===== config.mk =====
export PLATFORM = sky130hd
export DESIGN_NAME = and_stim_ctrl_flat
export DESIGN_NICKNAME = d
export VERILOG_FILES = /design/src/rtl/and_stim_ctrl_if.sv /design/src/rtl/and_stim_ctrl.sv /design/src/flat_wrapper.sv
export SDC_FILE = /design/constraint.sdc
export NUM_CORES = 1
export LEC_CHECK = 0
export CORE_MARGIN = 2
export CORE_UTILIZATION = 30
export DETAILED_ROUTE_END_ITERATION = 8
export HOLD_SLACK_MARGIN = 0.06
export SETUP_SLACK_MARGIN = 0.5
export SYNTH_ARGS = -nofsm -noshare
export SYNTH_HDL_FRONTEND = slang
export SYNTH_SLANG_ARGS = --single-unit

===== constraint.sdc =====
create_clock -name clk -period 2.21 [get_ports clk]
set_clock_uncertainty 0.2 [all_clocks]
set_input_delay 0.221 -clock clk [delete_from_list [all_inputs] [get_ports clk]]
set_output_delay 0.221 -clock clk [all_outputs]
set_load 0.05 [all_outputs]

===== src/rtl/and_stim_ctrl_if.sv =====
// Bus between the AND stimulus controller and whatever drives/observes it:
// run control, A/B stimulus, returned Y and the result counters.
interface and_stim_ctrl_if #(
    parameter int CNT_W = 16
);
    logic             start;
    logic [CNT_W-1:0] num_vec;
    logic             A;
    logic             B;
    logic             Y;
    logic             busy;
    logic             done;
    logic [CNT_W-1:0] pass_cnt;
    logic [CNT_W-1:0] fail_cnt;
    logic [CNT_W-1:0] first_fail_idx;

    modport master (
        input  start, num_vec, Y,
        output A, B, busy, done, pass_cnt, fail_cnt, first_fail_idx
    );

    modport slave (
        output start, num_vec, Y,
        input  A, B, busy, done, pass_cnt, fail_cnt, first_fail_idx
    );
endinterface


===== src/rtl/and_stim_ctrl.sv =====
// Counted LFSR stimulus sequencer and self-checker for a 2-input AND datapath.
// Define AND_STIM_STOP_ON_FAIL_EN to stop issuing vectors at the first mismatch.
module and_stim_ctrl #(
    parameter int          DUT_LAT = 1,
    parameter logic [15:0] SEED    = 16'hACE1,
    parameter int          CNT_W   = 16
) (
    input  logic           clk,
    input  logic           rst,
    and_stim_ctrl_if.master bus
);
    localparam int          STAGES   = DUT_LAT - 1;
    localparam logic [15:0] SEED_EFF = (SEED == 16'h0) ? 16'hACE1 : SEED;

    typedef enum logic [1:0] {IDLE, DRIVE, DRAIN, DONE} state_t;

    state_t                       state, state_nxt;
    logic [15:0]                  lfsr;
    logic [CNT_W-1:0]             remaining;
    logic [CNT_W-1:0]             vec_idx;
    logic [STAGES:0]              vld_pipe;
    logic [STAGES:0]              exp_pipe;
    logic [STAGES:0][CNT_W-1:0]   idx_pipe;
    logic                         accept, push, stop;
    logic                         cmp_vld, cmp_fail;
    logic                         a_q, b_q, busy_q, done_q;
    logic [CNT_W-1:0]             pass_q, fail_q, ffi_q;

    // The last pipeline stage lines up with the Y of the vector it carries.
    assign cmp_vld  = vld_pipe[STAGES];
    assign cmp_fail = cmp_vld && (bus.Y != exp_pipe[STAGES]);

`ifdef AND_STIM_STOP_ON_FAIL_EN
    assign stop = cmp_fail;
`else
    assign stop = 1'b0;
`endif

    always_ff @(posedge clk) begin
        if (rst) state <= IDLE;
        else     state <= state_nxt;
    end

    always_comb begin
        state_nxt = state;
        accept    = 1'b0;
        push      = 1'b0;
        case (state)
            IDLE: begin
                if (bus.start) begin
                    accept    = 1'b1;
                    state_nxt = (bus.num_vec == '0) ? DONE : DRIVE;
                end
            end
            DRIVE: begin
                if (stop) begin
                    state_nxt = DRAIN;
                end else begin
                    push = 1'b1;
                    if (remaining == CNT_W'(1)) state_nxt = DRAIN;
                end
            end
            // An entry still in the pipeline is compared on this edge, so leave
            // only once nothing valid remains.
            DRAIN:   if (vld_pipe == '0) state_nxt = DONE;
            DONE:    state_nxt = IDLE;
            default: state_nxt = IDLE;
        endcase
    end

    always_ff @(posedge clk) begin
        if (rst) begin
            lfsr      <= SEED_EFF;
            remaining <= '0;
            vec_idx   <= '0;
            a_q       <= 1'b0;
            b_q       <= 1'b0;
            busy_q    <= 1'b0;
            done_q    <= 1'b0;
            pass_q    <= '0;
            fail_q    <= '0;
            ffi_q     <= '1;
            vld_pipe  <= '0;
            exp_pipe  <= '0;
            idx_pipe  <= '0;
        end else begin
            a_q    <= push & lfsr[0];
            b_q    <= push & lfsr[1];
            busy_q <= (state_nxt == DRIVE) || (state_nxt == DRAIN);
            done_q <= (state_nxt == DONE);

            if (push) begin
                lfsr      <= {lfsr[14:0], lfsr[15] ^ lfsr[13] ^ lfsr[12] ^ lfsr[10]};
                remaining <= remaining - CNT_W'(1);
                vec_idx   <= vec_idx + CNT_W'(1);
            end

            vld_pipe[0] <= push;
            exp_pipe[0] <= lfsr[0] & lfsr[1];
            idx_pipe[0] <= vec_idx;
            for (int s = 1; s <= STAGES; s++) begin
                vld_pipe[s] <= vld_pipe[s-1];
                exp_pipe[s] <= exp_pipe[s-1];
                idx_pipe[s] <= idx_pipe[s-1];
            end

            if (cmp_vld) begin
                if (cmp_fail) begin
                    fail_q <= fail_q + CNT_W'(1);
                    if (fail_q == '0) ffi_q <= idx_pipe[STAGES];
                end else begin
                    pass_q <= pass_q + CNT_W'(1);
                end
            end

            // Pipeline is empty in IDLE, so accept never races a compare.
            if (accept) begin
                remaining <= bus.num_vec;
                vec_idx   <= '0;
                pass_q    <= '0;
                fail_q    <= '0;
                ffi_q     <= '1;
            end
        end
    end

    assign bus.A              = a_q;
    assign bus.B              = b_q;
    assign bus.busy           = busy_q;
    assign bus.done           = done_q;
    assign bus.pass_cnt       = pass_q;
    assign bus.fail_cnt       = fail_q;
    assign bus.first_fail_idx = ffi_q;
endmodule


===== src/flat_wrapper.sv =====
// flat-port wrapper written by rule: the top's interface ports become plain ports
module and_stim_ctrl_flat 
#(
    parameter int          DUT_LAT = 1,
    parameter logic [15:0] SEED    = 16'hACE1,
    parameter int          CNT_W   = 16
)
  (clk, rst, bus_start, bus_num_vec, bus_Y, bus_A, bus_B, bus_busy, bus_done, bus_pass_cnt, bus_fail_cnt, bus_first_fail_idx);
  and_stim_ctrl_if #(.CNT_W(CNT_W)) bus_i ();
  input  logic clk;
  input  logic rst;
  input wire logic [$bits(bus_i.start)-1:0] bus_start;
  input wire logic [$bits(bus_i.num_vec)-1:0] bus_num_vec;
  input wire logic [$bits(bus_i.Y)-1:0] bus_Y;
  output wire logic [$bits(bus_i.A)-1:0] bus_A;
  output wire logic [$bits(bus_i.B)-1:0] bus_B;
  output wire logic [$bits(bus_i.busy)-1:0] bus_busy;
  output wire logic [$bits(bus_i.done)-1:0] bus_done;
  output wire logic [$bits(bus_i.pass_cnt)-1:0] bus_pass_cnt;
  output wire logic [$bits(bus_i.fail_cnt)-1:0] bus_fail_cnt;
  output wire logic [$bits(bus_i.first_fail_idx)-1:0] bus_first_fail_idx;
  assign bus_i.start = bus_start;
  assign bus_i.num_vec = bus_num_vec;
  assign bus_i.Y = bus_Y;
  assign bus_A = bus_i.A;
  assign bus_B = bus_i.B;
  assign bus_busy = bus_i.busy;
  assign bus_done = bus_i.done;
  assign bus_pass_cnt = bus_i.pass_cnt;
  assign bus_fail_cnt = bus_i.fail_cnt;
  assign bus_first_fail_idx = bus_i.first_fail_idx;
  and_stim_ctrl #(.DUT_LAT(DUT_LAT), .SEED(SEED), .CNT_W(CNT_W)) u_core (.clk(clk), .rst(rst), .bus(bus_i));
endmodule

== After elaboration in Yosys (flattened, before gate mapping) ==
Index checks and enable logic that the tools add are counted.
Word-level totals
  bits of input ports: 20
  output and inout port bits: 52
  register bits after elaboration: 120
Cells by class
  $add $sub $neg: 4
  reductions and logical operators: 10
  bitwise logic cells: 7
  multiplexer cells: 10
  equality and inequality tests: 8
Operator list (count)
  $add A16 B1 Y16 const B: 3
  $logic_not A16 Y1: 2
  $mux W16: 2
  $eq A16 B1 Y1 const B: 1
  $sub A16 B1 Y16 const B: 1
  $eq A2 B2 Y1 const B: 4
  $mux W2: 4
  $pmux W2 S4: 1
  $eq A2 B1 Y1 const B: 2
  $reduce_and A2 Y1: 2
  $and A1 B1 Y1: 3
  $mux W1: 3
  $reduce_and A3 Y1: 1
  $xor A1 B1 Y1: 3
  $logic_not A2 Y1: 1
  $reduce_bool A2 Y1: 1
  $reduce_or A2 Y1: 1
  $logic_and A1 B1 Y1: 1
  $logic_or A1 B1 Y1: 1
  $ne A1 B1 Y1: 1
  $not A1 Y1: 1

== Longest topological paths before layout ==
  depth in word-level cells: 6
  mapped depth: 8

== Least setup slack after synthesis ==
Ideal clock, no wire load.
  path type: reg2reg
  start: register u_core.fail_q[10], in the netlist u_core.bus.fail_cnt[10]
  end: register u_core.fail_q[15], in the netlist u_core.bus.fail_cnt[15]
  setup time: 70 ps
  stages on the path, launching flop included: 6
  required time: 1940 ps
  arrival: 1991 ps
  slack: -51 ps
  clock period less this slack: 2261 ps
  cells stage by stage: dfxtp_1 clkbuf_1 nand4_1 or4_4 or3_1 a21oi_1
Between the ends
  word-level cells in the longest chain between the ends: 1
Ends and longest elaborated chain
  from (decl): line and_stim_ctrl.sv:27  | logic [CNT_W-1:0] pass_q, fail_q, ffi_q;
  from (signal assigned): line and_stim_ctrl.sv:109  | fail_q <= fail_q + CNT_W'(1);
  $add A16 B1 Y16: line and_stim_ctrl.sv:109
No other way between the ends.
A chain may end at the register's enable or synchronous reset.

== Worst setup path after layout ==
  start: register u_core.remaining[10]
  end: register u_core.busy_q, in the netlist u_core.bus.busy
Between the ends
  word-level cells in the longest chain between the ends: 5
  elaborated cells on any way between the ends: 6
  classes of those cells: 3 x eq/ne; 2 x mux; 1 x reduce/logical
Ends and longest elaborated chain
  from (decl): line and_stim_ctrl.sv:19  | logic [CNT_W-1:0] remaining;
  from (signal assigned): line and_stim_ctrl.sv:94  | remaining <= remaining - CNT_W'(1);
  from (signal assigned): line and_stim_ctrl.sv:118  | remaining <= bus.num_vec;
  $eq A16 B1 Y1 (*): line and_stim_ctrl.sv:60  | if (remaining == CNT_W'(1)) state_nxt = DRAIN;
  $mux W2 (*): line and_stim_ctrl.sv:60
  $pmux W2 S4 (*): line and_stim_ctrl.sv:48  | case (state)
  net u_core.state_nxt[0]: line and_stim_ctrl.sv:17  | state_t state, state_nxt;
  $eq A2 B1 Y1 or $eq A2 B2 Y1 (tied branches): line and_stim_ctrl.sv:89  | busy_q <= (state_nxt == DRIVE) || (state_nxt == DRAIN);
  $logic_or A1 B1 Y1 (*): line and_stim_ctrl.sv:89
  to (signal assigned): line and_stim_ctrl.sv:89
  to (decl): line and_stim_ctrl.sv:26  | logic a_q, b_q, busy_q, done_q;
The timed path passes the listed nets; every way through them passes the cells marked *.

==> reports/metrics.cfg <==
[logic_synthesis]
synth_seq_cells=120
synth_area_um2=5170
synth_fa_ha_area_share_pct=1.69
ys_warn_count=0
synth_area_leaders=dfxtp_1 46%, nand3_1 4.5%, nor2_1 4.4%, nand2_1 4.3%, xnor2_1 3.7%
ys_seq_area_share_pct=46.5
synth.net_count=634
synth_cell_types=52
synth_compound_area_share_pct=11.7
yosysTopAreaCell=dfxtp_1
avgSynthCellArea_um2=8.52
synth_simple_gate_area_share_pct=29.9
synthXorXnorAreaFrac_pct=6.44
synthCells=607
synth_flop_cell=dfxtp_1
synth_top_area_share_pct=46.5
synth_async_sr_flop_share_pct=0
synth_mux_area_share_pct=0
synth_top_family_by_area=simple AND/OR/NAND/NOR gates
synth_edf_count=0

[worst_setup_path]
cp.required_ps=2290
end_kind=flop
critical_path_arrival_ps=2210
startpoint_type=flop
critPathKind=reg2reg
crit_fanout=5

[sta]
rsz0062_at_grt=true
period_needed_ps=2130
hold_slack_ps=-13.3
tightest_slew_ps=491
slew_violations=0
hold_viol_final=1
fin_crit_sh_pct=96.3
setup_viol=0
slew-limit-headroom_pct=67.4
max_freq_ghz=0.470
setup_tns_ps=0

[run_status]
status=complete, but fails checks
violations=negative hold slack

[clock_network]
path_clk_slew_ps=60
cts-root-buf=clkbuf_16
cts_tree=done
cts_max_path_buffers=2
clk-insertion-delay-late_ps=410
htree_levels=4
cts-buffers-inserted=17
cts.sinks=120

[floorplanning]
design.die.area_um2=18300
die_w_um=135
die_height_um=135
ios=72
start_util_pct=31.0
coreArea_um2=16700
num_rows=47

[place]
place_area_um2=6520
place_hpwl_um=9170
portBuffers=71
gp_congestion=0.789

[cells_and_area]
nets=741
mostFrequentLayoutCells=80 x dfxtp_1, 60 x nor2_1, 58 x nand2_1
post-route-util_pct=44.1
drive_gt1_share_pct=28.1
final_common_cell=dfxtp_1
finish.instance_area_um2=7360
area_growth_pct=42.4
diodes=0

[grt]
grt_pass1_vias=4518
grt_pass1_wl_um=22200
grt_overflow=0
grt.total_usage_pct=15.1
antenna_found_initial=0
grt_max_degree=38

[power]
p_int_uw=4180
swShare_pct=28.6
vdd_ir_drop_max_mv=0.539
seqPwrFrac_pct=40.1
power_frac_comb_pct=15.3
p_switching_uw=1670
p_leak_uw=0.00261
p_clk_share_pct=44.7
power_density_nw_per_um2=795

[job]
cap_violations=0

[detailed_routing]
via_count=4828
drt-initial-drc-count=236
via_per_inst=5.10
drtAntennaViolNets=0
avgRoutedWirePerCell_um=14.2
wl_um=13400
firstDrtPassIters=5
drc=0

[min_path]
hold_path.class=in2reg

## through the flow
stage          worst slack (ps)  std cells  power (µW)
2_1_floorplan               139        607        2900
3_3_place_gp              -93.6        901        3150
3_5_place_dp               -131        901        3170
4_1_cts                     105        941        5870
5_1_grt                   -14.6        947        6100
6_report                   81.0        947        5850
## metal layers
metal | global-route usage (%) | wire, µm
met1 | 19.1 | 6080
met2 | 25.0 | 6420
met3 | 3.82 | 762
met4 | 5.56 | 168
met5 | 0 | 0
## flip-flops by register name, summed over array words and instances (netlist names)
signal                     count
u_core.cmp_vld                 1
u_core.bus.busy                1
u_core.vec_idx                16
u_core.state                   2
u_core.lfsr                   16
u_core.idx_pipe               16
u_core.bus.pass_cnt           16
u_core.remaining              16
u_core.bus.fail_cnt           16
u_core.exp_pipe                1
u_core.bus.B                   1
u_core.bus.done                1
u_core.bus.A                   1
u_core.bus.first_fail_idx     16
## worst max-delay path, stage by stage (launching register included)
cell and delay [ps]:
dfxtp_2 340, or4_4 570, nor4_4 330, o22ai_1 130, ha_1 290, nor2b_1 140
## synth_stat cells, drive strengths merged, types with 3 or more instances
cell type / number
nand3b: 9
xor2: 16
and4: 6
ha: 7
nor2: 60
nor3: 17
dfxtp: 120
or3: 9
nor2b: 16
o21a: 3
clkbuf: 24
nand2: 59
a211oi: 6
xnor2: 22
nand4: 15
nand4b: 4
a21oi: 32
inv: 13
nor4: 21
nand3: 47
o31ai: 6
or4: 12
and2: 3
buf: 12
and3: 8
o21ai: 30
## power by group through the flow
stage / combinational [µW] / clock, µW / sequential (µW)
after global routing: 977 / 2770 / 2360
after global placement: 771 / 0 / 2370
after detailed placement: 789 / 0 / 2380
after floorplan: 464 / 0 / 2440
after CTS: 864 / 2670 / 2340
final: 894 / 2610 / 2340
## logic make-up after synthesis
| group | Yosys count |
|---|---|
| buffers and inverters | 49 |
| xor gates and xnor gates | 38 |
| AOI/OAI and AO/OA | 99 |
| and+or+nand+nor | 294 |
| adders and majority gates | 7 |
| DFF | 120 |
## timing repair
item	in CTS	in global routing
cloned	1	0
endpoints found under the hold margin	3	4
resized for setup	140	47
pin swaps	11	5
hold buffers	2	1
endpoints found under the setup margin	150	104
buffers inserted	5	5
## area by class of cell
type | count | area, µm²
clock buffer | 19 | 454
inverter | 13 | 51.3
clock inverter | 13 | 109
multi-input combinational | 438 | 2800
tap | 220 | 275
sequential | 120 | 2510
fill | 1627 | 9340
timing repair buffer | 124 | 1160
## final timing paths
check                       start                   to  slack, ps  cells past startpoint
max          u_core.remaining[10]      u_core.bus.busy         80                      5
min                           rst  u_core.remaining[6]        -10                      2
min reg2reg        u_core.lfsr[8]       u_core.lfsr[9]        250                      2
max reg2reg  u_core.remaining[10]      u_core.bus.busy         80                      5
Note: power is estimated with default switching activity, not from simulation.
